--- src/rtl/axi_avst_pkg.sv ---
// Shared types and helpers for the AXI4-Stream to Avalon-ST framer.
// The beat struct is sized from the package widths, so the top-level defaults must match them.
package axi_avst_pkg;

    localparam int unsigned AVST_DATA_WIDTH  = 512;
    localparam int unsigned AVST_NO_OF_BYTES = AVST_DATA_WIDTH / 8;
    localparam int unsigned AVST_EMPTY_BITS  = $clog2(AVST_NO_OF_BYTES);

    typedef enum logic {
        IDLE,
        IN_PKT
    } frame_state_e;

    typedef struct packed {
        logic [AVST_DATA_WIDTH-1:0] data;
        logic [AVST_EMPTY_BITS-1:0] empty;
        logic                       sop;
        logic                       eop;
        logic                       error;
    } avst_beat_t;

    // Unused bytes above the highest enabled byte; an all-zero keep maps to 0.
    function automatic logic [AVST_EMPTY_BITS-1:0] keep_to_empty(
        input logic [AVST_NO_OF_BYTES-1:0] keep
    );
        logic [AVST_EMPTY_BITS-1:0] empty;
        empty = '0;
        for (int unsigned i = 0; i < AVST_NO_OF_BYTES; i++) begin
            if (keep[i]) empty = AVST_EMPTY_BITS'(AVST_NO_OF_BYTES - 1 - i);
        end
        return empty;
    endfunction

    // keep is contiguous from bit 0 exactly when keep & (keep + 1) is zero.
    function automatic logic keep_malformed(
        input logic [AVST_NO_OF_BYTES-1:0] keep,
        input logic                        last
    );
        logic bad;
        if (last) bad = (keep == '0) || ((keep & (keep + 1'b1)) != '0);
        else      bad = (keep != '1);
        return bad;
    endfunction

endpackage

--- src/rtl/axis_avst_skid.sv ---
// Two-entry skid buffer with a registered upstream ready; head entry drives the outputs directly.
module axis_avst_skid #(
    parameter type beat_t = logic [7:0]
) (
    input  logic  clk,
    input  logic  rst,
    input  logic  in_valid,
    output logic  in_ready,
    input  beat_t in_beat,
    output logic  out_valid,
    input  logic  out_ready,
    output beat_t out_beat
);

    beat_t      head_q, head_d;
    beat_t      tail_q, tail_d;
    logic [1:0] count_q, count_d;
    logic       in_ready_q, in_ready_d;
    logic       push;
    logic       pop;

    always_comb begin
        pop    = (count_q != 2'd0) && out_ready;
        push   = in_valid && (in_ready_q || pop);
        head_d = head_q;
        tail_d = tail_q;
        if (pop) head_d = tail_q;
        // Incoming beat lands in whichever slot is first free after any pop.
        if (push) begin
            if ((count_q == 2'd0) || ((count_q == 2'd1) && pop)) head_d = in_beat;
            else                                                 tail_d = in_beat;
        end
        count_d    = count_q + {1'b0, push} - {1'b0, pop};
        in_ready_d = (count_d != 2'd2);
    end

    always_ff @(posedge clk or posedge rst) begin
        if (rst) begin
            head_q     <= '0;
            tail_q     <= '0;
            count_q    <= '0;
            in_ready_q <= 1'b0;
        end else begin
            head_q     <= head_d;
            tail_q     <= tail_d;
            count_q    <= count_d;
            in_ready_q <= in_ready_d;
        end
    end

    assign in_ready  = in_ready_q;
    assign out_valid = (count_q != 2'd0);
    assign out_beat  = head_q;

endmodule

--- src/rtl/axis2avst_framer.sv ---
// AXI4-Stream to Avalon-ST framer: SOP generation, tkeep-to-empty, input register and skid-buffered output.
module axis2avst_framer
    import axi_avst_pkg::*;
#(
    parameter int unsigned DATA_WIDTH  = AVST_DATA_WIDTH,
    parameter int unsigned NO_OF_BYTES = DATA_WIDTH / 8,
    parameter int unsigned EMPTY_BITS  = $clog2(NO_OF_BYTES),
    parameter int unsigned USER_WIDTH  = 1
) (
    input  logic                   clk,
    input  logic                   rst,
    input  logic                   axis_tvalid,
    output logic                   axis_tready,
    input  logic [DATA_WIDTH-1:0]  axis_tdata,
    input  logic [NO_OF_BYTES-1:0] axis_tkeep,
    input  logic                   axis_tlast,
    input  logic [USER_WIDTH-1:0]  axis_tuser,
    output logic                   avst_valid,
    input  logic                   avst_ready,
    output logic [DATA_WIDTH-1:0]  avst_data,
    output logic                   avst_startofpacket,
    output logic                   avst_endofpacket,
    output logic [EMPTY_BITS-1:0]  avst_empty,
    output logic                   avst_error,
    output logic [31:0]            stat_pkt_cnt,
    output logic                   stat_keep_err
);

    frame_state_e           state_q, state_d;
    logic                   s1_valid_q, s1_valid_d;
    logic [DATA_WIDTH-1:0]  s1_data_q, s1_data_d;
    logic [NO_OF_BYTES-1:0] s1_keep_q, s1_keep_d;
    logic                   s1_last_q, s1_last_d;
    logic                   s1_sop_q, s1_sop_d;
    logic                   s1_error_q, s1_error_d;
    logic                   keep_err_q, keep_err_d;
    logic [31:0]            pkt_cnt_q, pkt_cnt_d;

    logic       skid_ready;
    logic       accept;
    logic       deliver;
    logic       s1_take;
    avst_beat_t s1_beat;
    avst_beat_t out_beat;

    assign accept  = axis_tvalid && skid_ready;
    assign deliver = avst_valid && avst_ready;
    // Mirrors the skid push condition; accept implies the stage-1 beat drains this cycle.
    assign s1_take = s1_valid_q && (skid_ready || deliver);

    always_comb begin
        s1_beat.data  = s1_data_q;
        s1_beat.empty = s1_last_q ? keep_to_empty(s1_keep_q) : '0;
        s1_beat.sop   = s1_sop_q;
        s1_beat.eop   = s1_last_q;
        s1_beat.error = s1_error_q;
    end

    always_comb begin
        state_d    = state_q;
        s1_valid_d = s1_valid_q;
        s1_data_d  = s1_data_q;
        s1_keep_d  = s1_keep_q;
        s1_last_d  = s1_last_q;
        s1_sop_d   = s1_sop_q;
        s1_error_d = s1_error_q;
        if (s1_take) s1_valid_d = 1'b0;
        if (accept) begin
            s1_valid_d = 1'b1;
            s1_data_d  = axis_tdata;
            s1_keep_d  = axis_tkeep;
            s1_last_d  = axis_tlast;
            s1_sop_d   = (state_q == IDLE);
            s1_error_d = |axis_tuser;
            state_d    = axis_tlast ? IDLE : IN_PKT;
        end
        keep_err_d = accept && keep_malformed(axis_tkeep, axis_tlast);
        pkt_cnt_d  = pkt_cnt_q + ((deliver && out_beat.eop) ? 32'd1 : 32'd0);
    end

    always_ff @(posedge clk or posedge rst) begin
        if (rst) begin
            state_q    <= IDLE;
            s1_valid_q <= 1'b0;
            s1_data_q  <= '0;
            s1_keep_q  <= '0;
            s1_last_q  <= 1'b0;
            s1_sop_q   <= 1'b0;
            s1_error_q <= 1'b0;
            keep_err_q <= 1'b0;
            pkt_cnt_q  <= '0;
        end else begin
            state_q    <= state_d;
            s1_valid_q <= s1_valid_d;
            s1_data_q  <= s1_data_d;
            s1_keep_q  <= s1_keep_d;
            s1_last_q  <= s1_last_d;
            s1_sop_q   <= s1_sop_d;
            s1_error_q <= s1_error_d;
            keep_err_q <= keep_err_d;
            pkt_cnt_q  <= pkt_cnt_d;
        end
    end

    axis_avst_skid #(
        .beat_t(avst_beat_t)
    ) u_skid (
        .clk      (clk),
        .rst      (rst),
        .in_valid (s1_valid_q),
        .in_ready (skid_ready),
        .in_beat  (s1_beat),
        .out_valid(avst_valid),
        .out_ready(avst_ready),
        .out_beat (out_beat)
    );

    assign axis_tready        = skid_ready;
    assign avst_data          = out_beat.data;
    assign avst_startofpacket = out_beat.sop;
    assign avst_endofpacket   = out_beat.eop;
    assign avst_empty         = out_beat.empty;
    assign avst_error         = out_beat.error;
    assign stat_pkt_cnt       = pkt_cnt_q;
    assign stat_keep_err      = keep_err_q;

endmodule
--- config.mk ---
export PLATFORM = sky130hd
export DESIGN_NAME = axis2avst_framer
export DESIGN_NICKNAME = d
export VERILOG_FILES = /design/src/rtl/axi_avst_pkg.sv /design/src/rtl/axis_avst_skid.sv /design/src/rtl/axis2avst_framer.sv
export SDC_FILE = /design/constraint.sdc
export NUM_CORES = 2
export LEC_CHECK = 0
export CORE_AREA = 2 2 445 447
export CTS_CLUSTER_SIZE = 20
export DETAILED_ROUTE_END_ITERATION = 8
export DIE_AREA = 0 0 447 449
export GPL_ROUTABILITY_DRIVEN = 0
export HOLD_SLACK_MARGIN = 0.06
export SETUP_SLACK_MARGIN = 0.1
export SYNTH_ARGS = -nofsm -noshare
export SYNTH_HDL_FRONTEND = slang
export SYNTH_SLANG_ARGS = --single-unit
--- constraint.sdc ---
create_clock -name clk -period 182.1 [get_ports clk]
set_input_delay 36.42 -clock clk [delete_from_list [all_inputs] [get_ports clk]]
set_output_delay 36.42 -clock clk [all_outputs]
set_load 0.02 [all_outputs]
==> flow_summary.json <==
{
  "status": "completed",
  "p_int_mw": 1.049,
  "clkSinkCount": 1659,
  "start_util_pct": 34.15,
  "insertion_delay_ps": 830,
  "switching_share_pct": 34.53,
  "yosysWarnings": 0,
  "path_clk_slew_ps": 60,
  "num_vias": 43100,
  "grt_pass1_vias": 44660,
  "cap_violations": 0,
  "fp.dieH_microns": 449,
  "root_buffer": "clkbuf_16",
  "synth_area_per_cell_sq_um": 13.43,
  "worst_pin_slew_ps": 1144,
  "worstHoldPathType": "reg2reg",
  "cts_setup_buffers": 0,
  "slew_headroom_pct": 23.73,
  "drt_wl_total_microns": 194900,
  "dr.pass1.iters": 5,
  "core_area_sq_mm": 0.1962,
  "yosys.area.top_type": "dfrtp_1",
  "crit_fanout": 163,
  "cts_buffers": 183,
  "io_pins": 1138,
  "cp.arrival_ps": 41800,
  "hold_viol_final": 0,
  "multi_input_area_sq_mm": 0.02425,
  "wl_per_cell_microns": 21.93,
  "finalMaxSlewViolations": 0,
  "synth_commonest_cells": "dfrtp_1 (1659), mux2_2 (1093), nand2_1 (561)",
  "power.switching_mw": 0.5532,
  "drc_errors": 0,
  "nets": 6655,
  "power.density_mw_per_mm2": 18.37,
  "grt_start_max_net_pins": 232,
  "end_kind": "async pin",
  "post-route-period-util_pct": 22.48,
  "via_per_inst": 4.849,
  "pwr-share-clk_pct": 23.3,
  "seqCellArea_sq_mm": 0.04151,
  "ant_nets": 0,
  "worst_slack_ps": 141170,
  "drive_above_1_share_pct": 23.20,
  "setup_viol": 0,
  "post-place-ws_ps": 139920,
  "overflow": 0,
  "grt_util_all_layers_pct": 19.05,
  "grt_pass1_wl_microns": 291100,
  "min_period_ps": 40930,
  "cts_buffer_depth": 3,
  "crit_path_start_kind": "input port",
  "fin_skew_ps": 30.14,
  "critPathRequiredTime_ps": 182960,
  "ys_seq_area_share_pct": 61.95,
  "rsz0062_at_grt": "false",
  "p_leak_nw": 36.22,
  "path_class": "in2async",
  "syn-instance-count": 4989,
  "synth_top_area_share_pct": 61.95,
  "yosysUniqueCellTypes": 52,
  "port_buffers": 1137,
  "yosysMostFrequentCell": "dfrtp_1",
  "synth-seq-cells": 1659,
  "cts_resized": 0,
  "synth_nets": 5575,
  "fill_cells": 18030,
  "syn_area_sq_mm": 0.06701,
  "die_width_microns": 447,
  "synth_edf_count": 0,
  "antenna_found_initial": 55,
  "max_freq_ghz": 0.02443,
  "num_rows": 163,
  "synthTopCellsByArea": "dfrtp_1 (62%), mux2_2 (18%), mux2i_1 (7.7%)",
  "drt_iter0_drc": 2352,
  "postSynth.asyncResetShare_pct": 100.0,
  "fin_setup_tns_ps": 0,
  "die-area_sq_mm": 0.2007,
  "ys.flop_type": "dfrtp_1",
  "power_frac_seq_pct": 40.1,
  "postCtsHoldBufs": 0,
  "cts_tree": "built",
  "htree_levels": 4,
  "hpwl_microns": 133900,
  "power_frac_comb_pct": 36.5,
  "area_growth_pct": 30.18,
  "ir_drop_mv": 0.01173
}
-- cell usage in the layout (no fill, tap or decap), types with 24 or more instances in the layout --
cell	count
xnor2_1	25
nand2_1	560
nor2_1	53
diode_2	32
nor4_1	25
clkdlybuf4s50_1	1137
mux2_2	1093
clkinv_2	24
buf_4	46
dfrtp_1	1659
a21oi_1	27
o21ai_0	537
mux2i_1	518
clkbuf_8	42
nand3_1	24
clkbuf_1	51
clkbuf_16	183
-- cells by family (layout without fill, tap and decap cells) --
family / count (synthesis) / in the layout / share of synthesized area, %
adder cells (fa/ha/maj): 4 / 4 / 0.07469
flip-flops: 1659 / 1659 / 61.95
multiplexers: 1611 / 1611 / 26.10
AND/OR/NAND/NOR: 743 / 743 / 4.670
AO/OA/AOI/OAI: 619 / 619 / 4.871
XOR/XNOR: 32 / 32 / 0.4182
buffers and inverters: 321 / 1547 / 1.908
other: 0 / 32 / 0
-- path summary, 6_finish.rpt --
kind                            startpoint  slack (ps)  depth (start not counted)                  end
setup / recovery                       rst      141170                          8       s1_data_q[290]
hold / removal                     state_q         460                          1             s1_sop_q
setup reg to reg           u_skid.in_ready      177180                          7  u_skid.out_beat[72]
hold reg to reg                    state_q         460                          1             s1_sop_q
max in group clk                avst_ready      141590                          8  u_skid.out_beat[72]
min in group asynchronous              rst       36150                          2     stat_pkt_cnt[25]
-- flip-flops by register name, summed over array words and instances, names as in the netlist --
signal / cells
stat_pkt_cnt: 32
stat_keep_err: 1
s1_last_q: 1
state_q: 1
u_skid.count_q: 2
s1_keep_q: 64
s1_error_q: 1
s1_valid_q: 1
u_skid.tail_q: 521
u_skid.in_ready: 1
u_skid.out_beat: 521
s1_sop_q: 1
s1_data_q: 512
-- routing by layer --
layer / GRT usage, % / share of wire (%) / vias to the layer above
li1: - / - / 19740
met1: 23.05 / 41 / 21980
met2: 31.63 / 49 / 996
met3: 5.790 / 6.6 / 337
met4: 7.443 / 3.7 / 46
met5: 0 / 0.15 / -
-- metrics by stage --
stage / hold slack [ps] / instance area [sq um] / total power [mW] / util [%] / instances
floorplan: 439.5 / 67010 / 0.9853 / - / 4989
global placement: 448.9 / 81060 / 1.220 / 41.32 / 8524
CTS: 464.1 / 87150 / 1.621 / 44.42 / 8855
detailed placement: 456.8 / 81060 / 1.240 / 41.32 / 8524
global route: 474.1 / 87200 / 1.695 / 44.45 / 8876
finish: 455.6 / 87230 / 1.602 / 44.46 / 8887
-- final cells by class --
class | instances | area share (%)
well taps | 2640 | 3.787
clock buffers | 276 | 6.132
diodes | 32 | 0.09180
flip-flops and latches | 1659 | 47.59
clock inverters | 55 | 0.8506
inverters | 25 | 0.1248
multi-input cells | 3009 | 27.80
repair buffers | 1191 | 13.63
-- worst max-delay path, cell delays in order --
cell,delay (ps)
clkdlybuf4s50_1,490
inv_8,560
buf_12,600
buf_4,780
buf_4,460
buf_4,700
buf_4,790
buf_4,710
-- power groups by stage --
stage               registers (mW)  clock network [mW]  logic [mW]
finish                       0.643               0.374       0.586
detailed placement           0.647                   0       0.593
global route                 0.664               0.400       0.630
CTS                          0.643               0.384       0.594
floorplan                    0.693                   0       0.292
global placement             0.640                   0       0.580
(Power assumes the default switching activity.)
